--- src/rtl/int_ctrl_if.sv ---
// CPU-side bus of the interrupt controller: enable, mask access, request/ack handshake
// and status readback.
interface int_ctrl_if #(
    parameter int VEC_W = 10
);
    logic             int_en;
    logic             mask_we;
    logic [3:0]       mask_d;
    logic             int_ack;
    logic             iret;
    logic             int_req;
    logic [VEC_W-1:0] vector;
    logic [3:0]       pending;
    logic [3:0]       in_service;
    logic [3:0]       mask_q;

    modport master (
        output int_en, mask_we, mask_d, int_ack, iret,
        input  int_req, vector, pending, in_service, mask_q
    );

    modport slave (
        input  int_en, mask_we, mask_d, int_ack, iret,
        output int_req, vector, pending, in_service, mask_q
    );
endinterface

--- src/rtl/int_ctrl.sv ---
// Four-line edge-triggered interrupt controller with fixed priority, a mask and
// single-level in-service tracking.
module int_ctrl #(
    parameter int               VEC_W = 10,
    parameter logic [VEC_W-1:0] VEC0  = 10'b1111111011,
    parameter logic [VEC_W-1:0] VEC1  = 10'b1111111110,
    parameter logic [VEC_W-1:0] VEC2  = 10'b1111111101,
    parameter logic [VEC_W-1:0] VEC3  = 10'b1111111100
) (
    input  logic        clk,
    input  logic        reset,
    input  logic [3:0]  irq_in,
    int_ctrl_if.slave   bus
);

    typedef enum logic [1:0] {
        IDLE = 2'd0,
        REQ  = 2'd1,
        SERV = 2'd2
    } state_t;

    state_t           state_r, state_next_s;
    logic [3:0]       sync1_r, sync2_r, sync3_r;
    logic [3:0]       pending_r, in_service_r, mask_r;
    logic [1:0]       winner_r, winner_next_s, prio_idx_s;
    logic             int_req_r, int_req_next_s;
    logic [VEC_W-1:0] vector_r, vector_next_s;
    logic [3:0]       in_service_next_s, clear_s, edge_s, eligible_s;

    // Lowest index wins; caller guarantees at least one bit is set.
    function automatic logic [1:0] prio_enc(input logic [3:0] req);
        logic [1:0] idx;
        if (req[0]) begin
            idx = 2'd0;
        end else if (req[1]) begin
            idx = 2'd1;
        end else if (req[2]) begin
            idx = 2'd2;
        end else begin
            idx = 2'd3;
        end
        return idx;
    endfunction

    function automatic logic [VEC_W-1:0] vec_of(input logic [1:0] idx);
        logic [VEC_W-1:0] v;
        case (idx)
            2'd0:    v = VEC0;
            2'd1:    v = VEC1;
            2'd2:    v = VEC2;
            2'd3:    v = VEC3;
            default: v = VEC3;
        endcase
        return v;
    endfunction

    assign edge_s     = sync2_r & ~sync3_r;
    assign eligible_s = pending_r & mask_r;
    assign prio_idx_s = prio_enc(eligible_s);

    // Two-flop synchroniser plus one flop of history for rising-edge detection.
    always_ff @(posedge clk or negedge reset) begin
        if (!reset) begin
            sync1_r <= 4'b0000;
            sync2_r <= 4'b0000;
            sync3_r <= 4'b0000;
        end else begin
            sync1_r <= irq_in;
            sync2_r <= sync1_r;
            sync3_r <= sync2_r;
        end
    end

    // Next-state and next-output decode; the winner is frozen once REQ is entered.
    always_comb begin
        state_next_s      = state_r;
        winner_next_s     = winner_r;
        clear_s           = 4'b0000;
        in_service_next_s = in_service_r;
        int_req_next_s    = 1'b0;
        vector_next_s     = vector_r;
        case (state_r)
            IDLE: begin
                if (bus.int_en && (eligible_s != 4'b0000)) begin
                    state_next_s   = REQ;
                    winner_next_s  = prio_idx_s;
                    int_req_next_s = 1'b1;
                    vector_next_s  = vec_of(prio_idx_s);
                end else begin
                    vector_next_s  = {VEC_W{1'b0}};
                end
            end
            REQ: begin
                if (bus.int_ack) begin
                    state_next_s      = SERV;
                    clear_s           = 4'b0001 << winner_r;
                    in_service_next_s = 4'b0001 << winner_r;
                end else if (!bus.int_en) begin
                    state_next_s  = IDLE;
                    vector_next_s = {VEC_W{1'b0}};
                end else begin
                    int_req_next_s = 1'b1;
                end
            end
            SERV: begin
                if (bus.iret) begin
                    state_next_s      = IDLE;
                    in_service_next_s = 4'b0000;
                    vector_next_s     = {VEC_W{1'b0}};
                end else begin
                    state_next_s = SERV;
                end
            end
            default: begin
                state_next_s      = IDLE;
                in_service_next_s = 4'b0000;
                vector_next_s     = {VEC_W{1'b0}};
            end
        endcase
    end

    // Control state, pending latch (a fresh edge beats the ack clear), mask and outputs.
    always_ff @(posedge clk or negedge reset) begin
        if (!reset) begin
            state_r      <= IDLE;
            winner_r     <= 2'd0;
            pending_r    <= 4'b0000;
            in_service_r <= 4'b0000;
            mask_r       <= 4'b0000;
            int_req_r    <= 1'b0;
            vector_r     <= {VEC_W{1'b0}};
        end else begin
            state_r      <= state_next_s;
            winner_r     <= winner_next_s;
            pending_r    <= (pending_r & ~clear_s) | edge_s;
            in_service_r <= in_service_next_s;
            mask_r       <= bus.mask_we ? bus.mask_d : mask_r;
            int_req_r    <= int_req_next_s;
            vector_r     <= vector_next_s;
        end
    end

    assign bus.int_req    = int_req_r;
    assign bus.vector     = vector_r;
    assign bus.pending    = pending_r;
    assign bus.in_service = in_service_r;
    assign bus.mask_q     = mask_r;

endmodule

--- src/flat_wrapper.sv ---
// flat-port wrapper written by rule: the top's interface ports become plain ports
module int_ctrl_flat 
#(
    parameter int               VEC_W = 10,
    parameter logic [VEC_W-1:0] VEC0  = 10'b1111111011,
    parameter logic [VEC_W-1:0] VEC1  = 10'b1111111110,
    parameter logic [VEC_W-1:0] VEC2  = 10'b1111111101,
    parameter logic [VEC_W-1:0] VEC3  = 10'b1111111100
)
  (clk, reset, irq_in, bus_int_en, bus_mask_we, bus_mask_d, bus_int_ack, bus_iret, bus_int_req, bus_vector, bus_pending, bus_in_service, bus_mask_q);
  int_ctrl_if #(.VEC_W(VEC_W)) bus_i ();
  input  logic clk;
  input  logic reset;
  input  logic [3:0] irq_in;
  input wire logic [$bits(bus_i.int_en)-1:0] bus_int_en;
  input wire logic [$bits(bus_i.mask_we)-1:0] bus_mask_we;
  input wire logic [$bits(bus_i.mask_d)-1:0] bus_mask_d;
  input wire logic [$bits(bus_i.int_ack)-1:0] bus_int_ack;
  input wire logic [$bits(bus_i.iret)-1:0] bus_iret;
  output wire logic [$bits(bus_i.int_req)-1:0] bus_int_req;
  output wire logic [$bits(bus_i.vector)-1:0] bus_vector;
  output wire logic [$bits(bus_i.pending)-1:0] bus_pending;
  output wire logic [$bits(bus_i.in_service)-1:0] bus_in_service;
  output wire logic [$bits(bus_i.mask_q)-1:0] bus_mask_q;
  assign bus_i.int_en = bus_int_en;
  assign bus_i.mask_we = bus_mask_we;
  assign bus_i.mask_d = bus_mask_d;
  assign bus_i.int_ack = bus_int_ack;
  assign bus_i.iret = bus_iret;
  assign bus_int_req = bus_i.int_req;
  assign bus_vector = bus_i.vector;
  assign bus_pending = bus_i.pending;
  assign bus_in_service = bus_i.in_service;
  assign bus_mask_q = bus_i.mask_q;
  int_ctrl #(.VEC_W(VEC_W), .VEC0(VEC0), .VEC1(VEC1), .VEC2(VEC2), .VEC3(VEC3)) u_core (.clk(clk), .reset(reset), .irq_in(irq_in), .bus(bus_i));
endmodule
--- config.mk ---
export PLATFORM = sky130hd
export DESIGN_NAME = int_ctrl_flat
export DESIGN_NICKNAME = d
export VERILOG_FILES = /design/src/rtl/int_ctrl_if.sv /design/src/rtl/int_ctrl.sv /design/src/flat_wrapper.sv
export SDC_FILE = /design/constraint.sdc
export NUM_CORES = 1
export LEC_CHECK = 0
export ABC_AREA = 1
export CORE_UTILIZATION = 43
export CTS_CLUSTER_DIAMETER = 80
export DETAILED_ROUTE_END_ITERATION = 6
export HOLD_SLACK_MARGIN = 0.05
export PLACE_DENSITY = 0.74
export SETUP_SLACK_MARGIN = 0.5
export SLEW_MARGIN = 5
export SYNTH_ARGS = -nofsm -noshare
export SYNTH_HDL_FRONTEND = slang
export SYNTH_SLANG_ARGS = --single-unit
export TNS_END_PERCENT = 100
--- constraint.sdc ---
create_clock -name clk -period 1.1 [get_ports clk]
set_input_delay 0.165 -clock clk [delete_from_list [all_inputs] [get_ports clk]]
set_output_delay 0.165 -clock clk [all_outputs]
set_load 0.005 [all_outputs]
### Yosys cells after proc, flatten, opt, wreduce, memory -nomap -nowiden

Index checks and enable logic that the tools add are counted.

* register bits: 39
* output and inout port bits: 23
* word-level logic and storage cells: 60

* shifts and indexed selects: 1
* muxes and demuxes: 23
* reduce and logical (&&, ||, !) cells: 8
* bitwise gates (word level): 7
* eq/ne operators: 11

Operators by type and width (count)
* two-way mux 10 bit: 4
* case mux 10 bit (4 select lines): 1
* case mux 10 bit (3 select lines): 1
* two-way mux 4 bit: 4
* AND 4 bit: 3
* two-way mux 2 bit: 6
* case mux 4 bit (3 select lines): 1
* inequality test 2 bit, second input constant: 4
* inverter 4 bit: 2
* == test 2 bit, second input constant: 3
* case mux 2 bit (3 select lines): 1
* AND reduction 3 bit: 2
* == test 2 x 1 -> 1 bit, second input constant: 2
* logical NOT 2 bit: 2
* two-way mux 1 bit: 4
* bitwise OR 4 bit: 1
* AND reduction 2 bit: 2
* nonzero test 4 bit: 1
* << shifter 1 x 2 -> 4 bit, first input constant: 1
* inequality test 3 bit, second input constant: 1
* inequality test 2 x 1 -> 1 bit, second input constant: 1
* case mux 1 bit (2 select lines): 1
* logical AND 1 bit: 1
* inverter 1 bit: 1

### Depth between registers and ports, before layout

* word-level depth: 8
* gate-level depth with buffers: 7
* gate-level depth less buffers: 7

### Least setup slack after synthesis

Ideal clock, no wire load.

* kind: flip-flop to flip-flop
* start: register u_core.state_r[0]
* end: register u_core.winner_r[0]
* buffers on the path: 0
* arrival: 0.892 ns
* path slack: 0.090 ns
* cell stages (with the launch flop): 5
* data required time: 0.983 ns
* cells stage by stage: dfrtp_1 -> nor2_1 -> nand3_2 -> nand2_1 -> nand2_1

* longest elaborated chain between the ends: 2

RTL lines
* start: declaration: RTL line int_ctrl.sv:22 `state_t state_r, state_next_s;`
* start signal: assignment: RTL line int_ctrl.sv:133 `state_r <= state_next_s;`
* logical NOT 2 bit: RTL line int_ctrl.sv:82 `case (state_r)`
* AND reduction 2 bit (no line)
* end signal: assignment: RTL line int_ctrl.sv:134 `winner_r <= winner_next_s;`
* end: declaration: RTL line int_ctrl.sv:25 `logic [1:0] winner_r, winner_next_s, prio_idx_s;`

No other way between the ends.
A chain may end at the register's enable or synchronous reset.

==> metrics.md <==
| Metric | Value |
|---|---|
| Outcome | finished with violations |
| Failing checks | setup timing |
| Worst r2r src | u_core.state_r[1] |
| CP max-delay cell | dfrtp_2 |
| Max-slew violations | 0 |
| CTS tree | built |
| # rows | 19 |
| Final setup fails | 4 |
| DIE HEIGHT | 55.7 µm |
| GRT Util Overall | 21.6% |
| Drt first pass iters | 4 |
| FF+latch count, synth | 33 |
| Max-slew headroom at the worst pin | 82.5% |
| DRC | 0 |
| Core area | 0.00273 mm² |
| Worst clock skew | 10.7 ps |
| Yosys warns | 0 |
| Max layer used | met4 |
| Top cell type's share of synthesized area | 66.7% |
| Met3 Wirelength | 190 µm |
| First-pass GRT wire length | 4950 µm |
| GPL Wtd Cong | 0.793 |
| Detailed Place HPWL | 1750 µm |
| Fin. Hold Viols | 0 |
| CTS Root Buffer Type | clkbuf_4 |
| Slowest Stage Delay on Critical Path | 440 ps |
| R2r endpoint | u_core.bus.pending[0] |
| Cell Area, Synth | 0.00124 mm² |
| Met1 Wirelength | 1150 µm |
| Die span in x | 55.7 µm |
| Post-synthesis sequential area ratio | 66.7% |
| DR vias/cell | 4.89 |
| RSZ-0062 raised after global routing | true |
| I/O pins | 37 |
| Routed Antenna Nets | 0 |
| CP Data Arrival Time | 1000 ps |
| Syn Inst Count | 119 |
| Most common cell after layout, fill and taps aside | dfrtp_1 |
| CP Launch Type | register |
| Die footprint | 0.00310 mm² |
| Max-cap violations | 0 |
| Critical Path RT | 940 ps |
| N_diodes | 0 |
| Share of post-route cells with drive strength above 1 | 54.4% |
| Fmax | 0.859 GHz |
| Actual slew at the worst max-slew pin | 262 ps |
| Final wirelength | 2960 µm |
| CTS Buf Count | 5 |
| Area Growth Syn to Fin | 59.9% |
| Fin nets | 195 |
| Total grt overflow | 0 |
| Worst-Skew Late Latency | 330 ps |
| Crit path capture type | output port |
| HP Class | in2async |
| CP Cell Sequence | buf_6 > buf_6 |
| Worst Path Max Fanout | 6 |
| Area contributors post-synth | dfrtp_1, nand2_1, inv_1, nand3_1, buf_4 |
| Reg2reg path depth | 6 |
| Clock Tree Buf Depth | 2 |
| Fin crit share | 106% |
| Period minus WS final | 1160 ps |
| DR WL met2 | 1530 µm |
| Syn_area_per_cell | 10.4 µm² |
| Vias in the first global route | 1128 |
| Crit Path Class | reg2out |
| Count of cell types in the netlist | 13 |
| Power density over cell area | 2180 mW/mm² |
| Clock sinks | 33 |
| Dpl ws | -195 ps |
| H-tree Lvls | 2 |
| Crit path top cell by count | buf_6 |
| Max VDD drop | 0.00162 V |
| Final worst slack | -64.0 ps |
| Initial antenna violation count | 0 |
| Largest net degree at the start of global routing | 34 |
| Min Hold Slack | 191 ps |
| DRT iter0 DRCs | 20 |
| PortBufs | 36 |
| Syn nets | 133 |
| Initial core utilization | 45.3% |
| Vias | 1041 |
| Yosys top cell by area | dfrtp_1 |
| Leakage | 1.04 nW |
| Filler Cell Count | 190 |
| Commonest non-fill, non-tap cells in the layout | dfrtp_1, buf_2, nand2_1 |
| Wire per inst | 13.9 µm |
| Register-to-register setup slack | -50 ps |
| Clock-pin slew on the worst setup and hold paths | 110 ps |
-- flip-flops by register name (all words and copies together), names as in the netlist --
register               count
u_core.state_r             2
u_core.sync1_r             4
u_core.sync3_r             4
u_core.winner_r            2
u_core.sync2_r             4
u_core.bus.vector          4
u_core.bus.pending         4
u_core.bus.mask_q          4
u_core.bus.int_req         1
u_core.bus.in_service      4
-- per-layer routing --
layer	up-vias	track usage, %
met1	502	23.6
met5	-	0
met3	8	6.98
met2	41	37.2
li1	490	-
met4	0	11.4
-- through the flow --
stage	util (%)	cell area, µm²	TNS [ps]	instances	total power, mW
3_3_place_gp	60.7	1660	-2060	185	3.00
6_report	72.4	1980	-203	213	4.31
3_5_place_dp	60.7	1660	-2580	185	3.06
5_1_grt	72.4	1980	-1030	213	4.56
2_1_floorplan	-	1280	0	119	2.44
4_1_cts	70.8	1940	-198	210	4.15
-- worst max-delay path by stage --
| stage | depth (start not counted) | start | to |
|---|---|---|---|
| global placement | 6 | bus_int_ack | u_core.bus.pending[1] |
| floorplan | 6 | u_core.state_r[1] | u_core.bus.pending[1] |
| CTS | 2 | u_core.bus.vector[8] | bus_vector[6] |
| finish | 2 | u_core.bus.vector[8] | bus_vector[6] |
| detailed placement | 6 | bus_int_ack | u_core.bus.pending[1] |
| global route | 2 | u_core.bus.vector[8] | bus_vector[6] |
-- cell families (layout without fill, tap and decap cells) --
family / after synthesis / after routing / synth area share, %
AO/OA/AOI/OAI: 7 / 7 / 2.83
flip-flops: 33 / 33 / 66.7
multiplexers: 4 / 4 / 3.64
buffers and inverters: 21 / 84 / 8.18
AND/OR/NAND/NOR: 54 / 54 / 18.7
-- where the power goes --
group / internal [mW] / switching (mW)
Clock: 0.370 / 0.399
Combinational: 0.960 / 0.878
Sequential: 1.49 / 0.218
-- cell type report --
cell class	instances	area [µm²]	share of cell area, %
clock buffer	7	65.1	3.28
clock inverter	1	5.00	0.253
inverter	15	56.3	2.84
multi-input combinational	65	479	24.2
sequential	33	828	41.8
tap	31	38.8	1.96
timing repair buffer	61	508	25.6
-- cell usage after synthesis, drive strengths merged --
library cell / instances
nor2: 5
mux2: 4
o21ai: 7
buf: 6
dfrtp: 33
nand2: 37
nand3: 11
inv: 15
nand4: 1
-- worst max-delay path: cells and delay by family, from the launching register on --
| kind | cells | cell delay (ps) |
|---|---|---|
| flops | 1 | 440 |
| buf+inv | 2 | 230 |
-- repair_timing --
| item | CTS | global route |
|---|---|---|
| endpoints found under the setup margin | 44 | 44 |
| hold buffers | 0 | 0 |
| pin swaps | 16 | 7 |
| buffers inserted | 17 | 3 |
| hold endpoints to repair | 0 | 0 |
| resized for setup | 141 | 8 |
No activity file was read; power rests on OpenSTA's default activity.
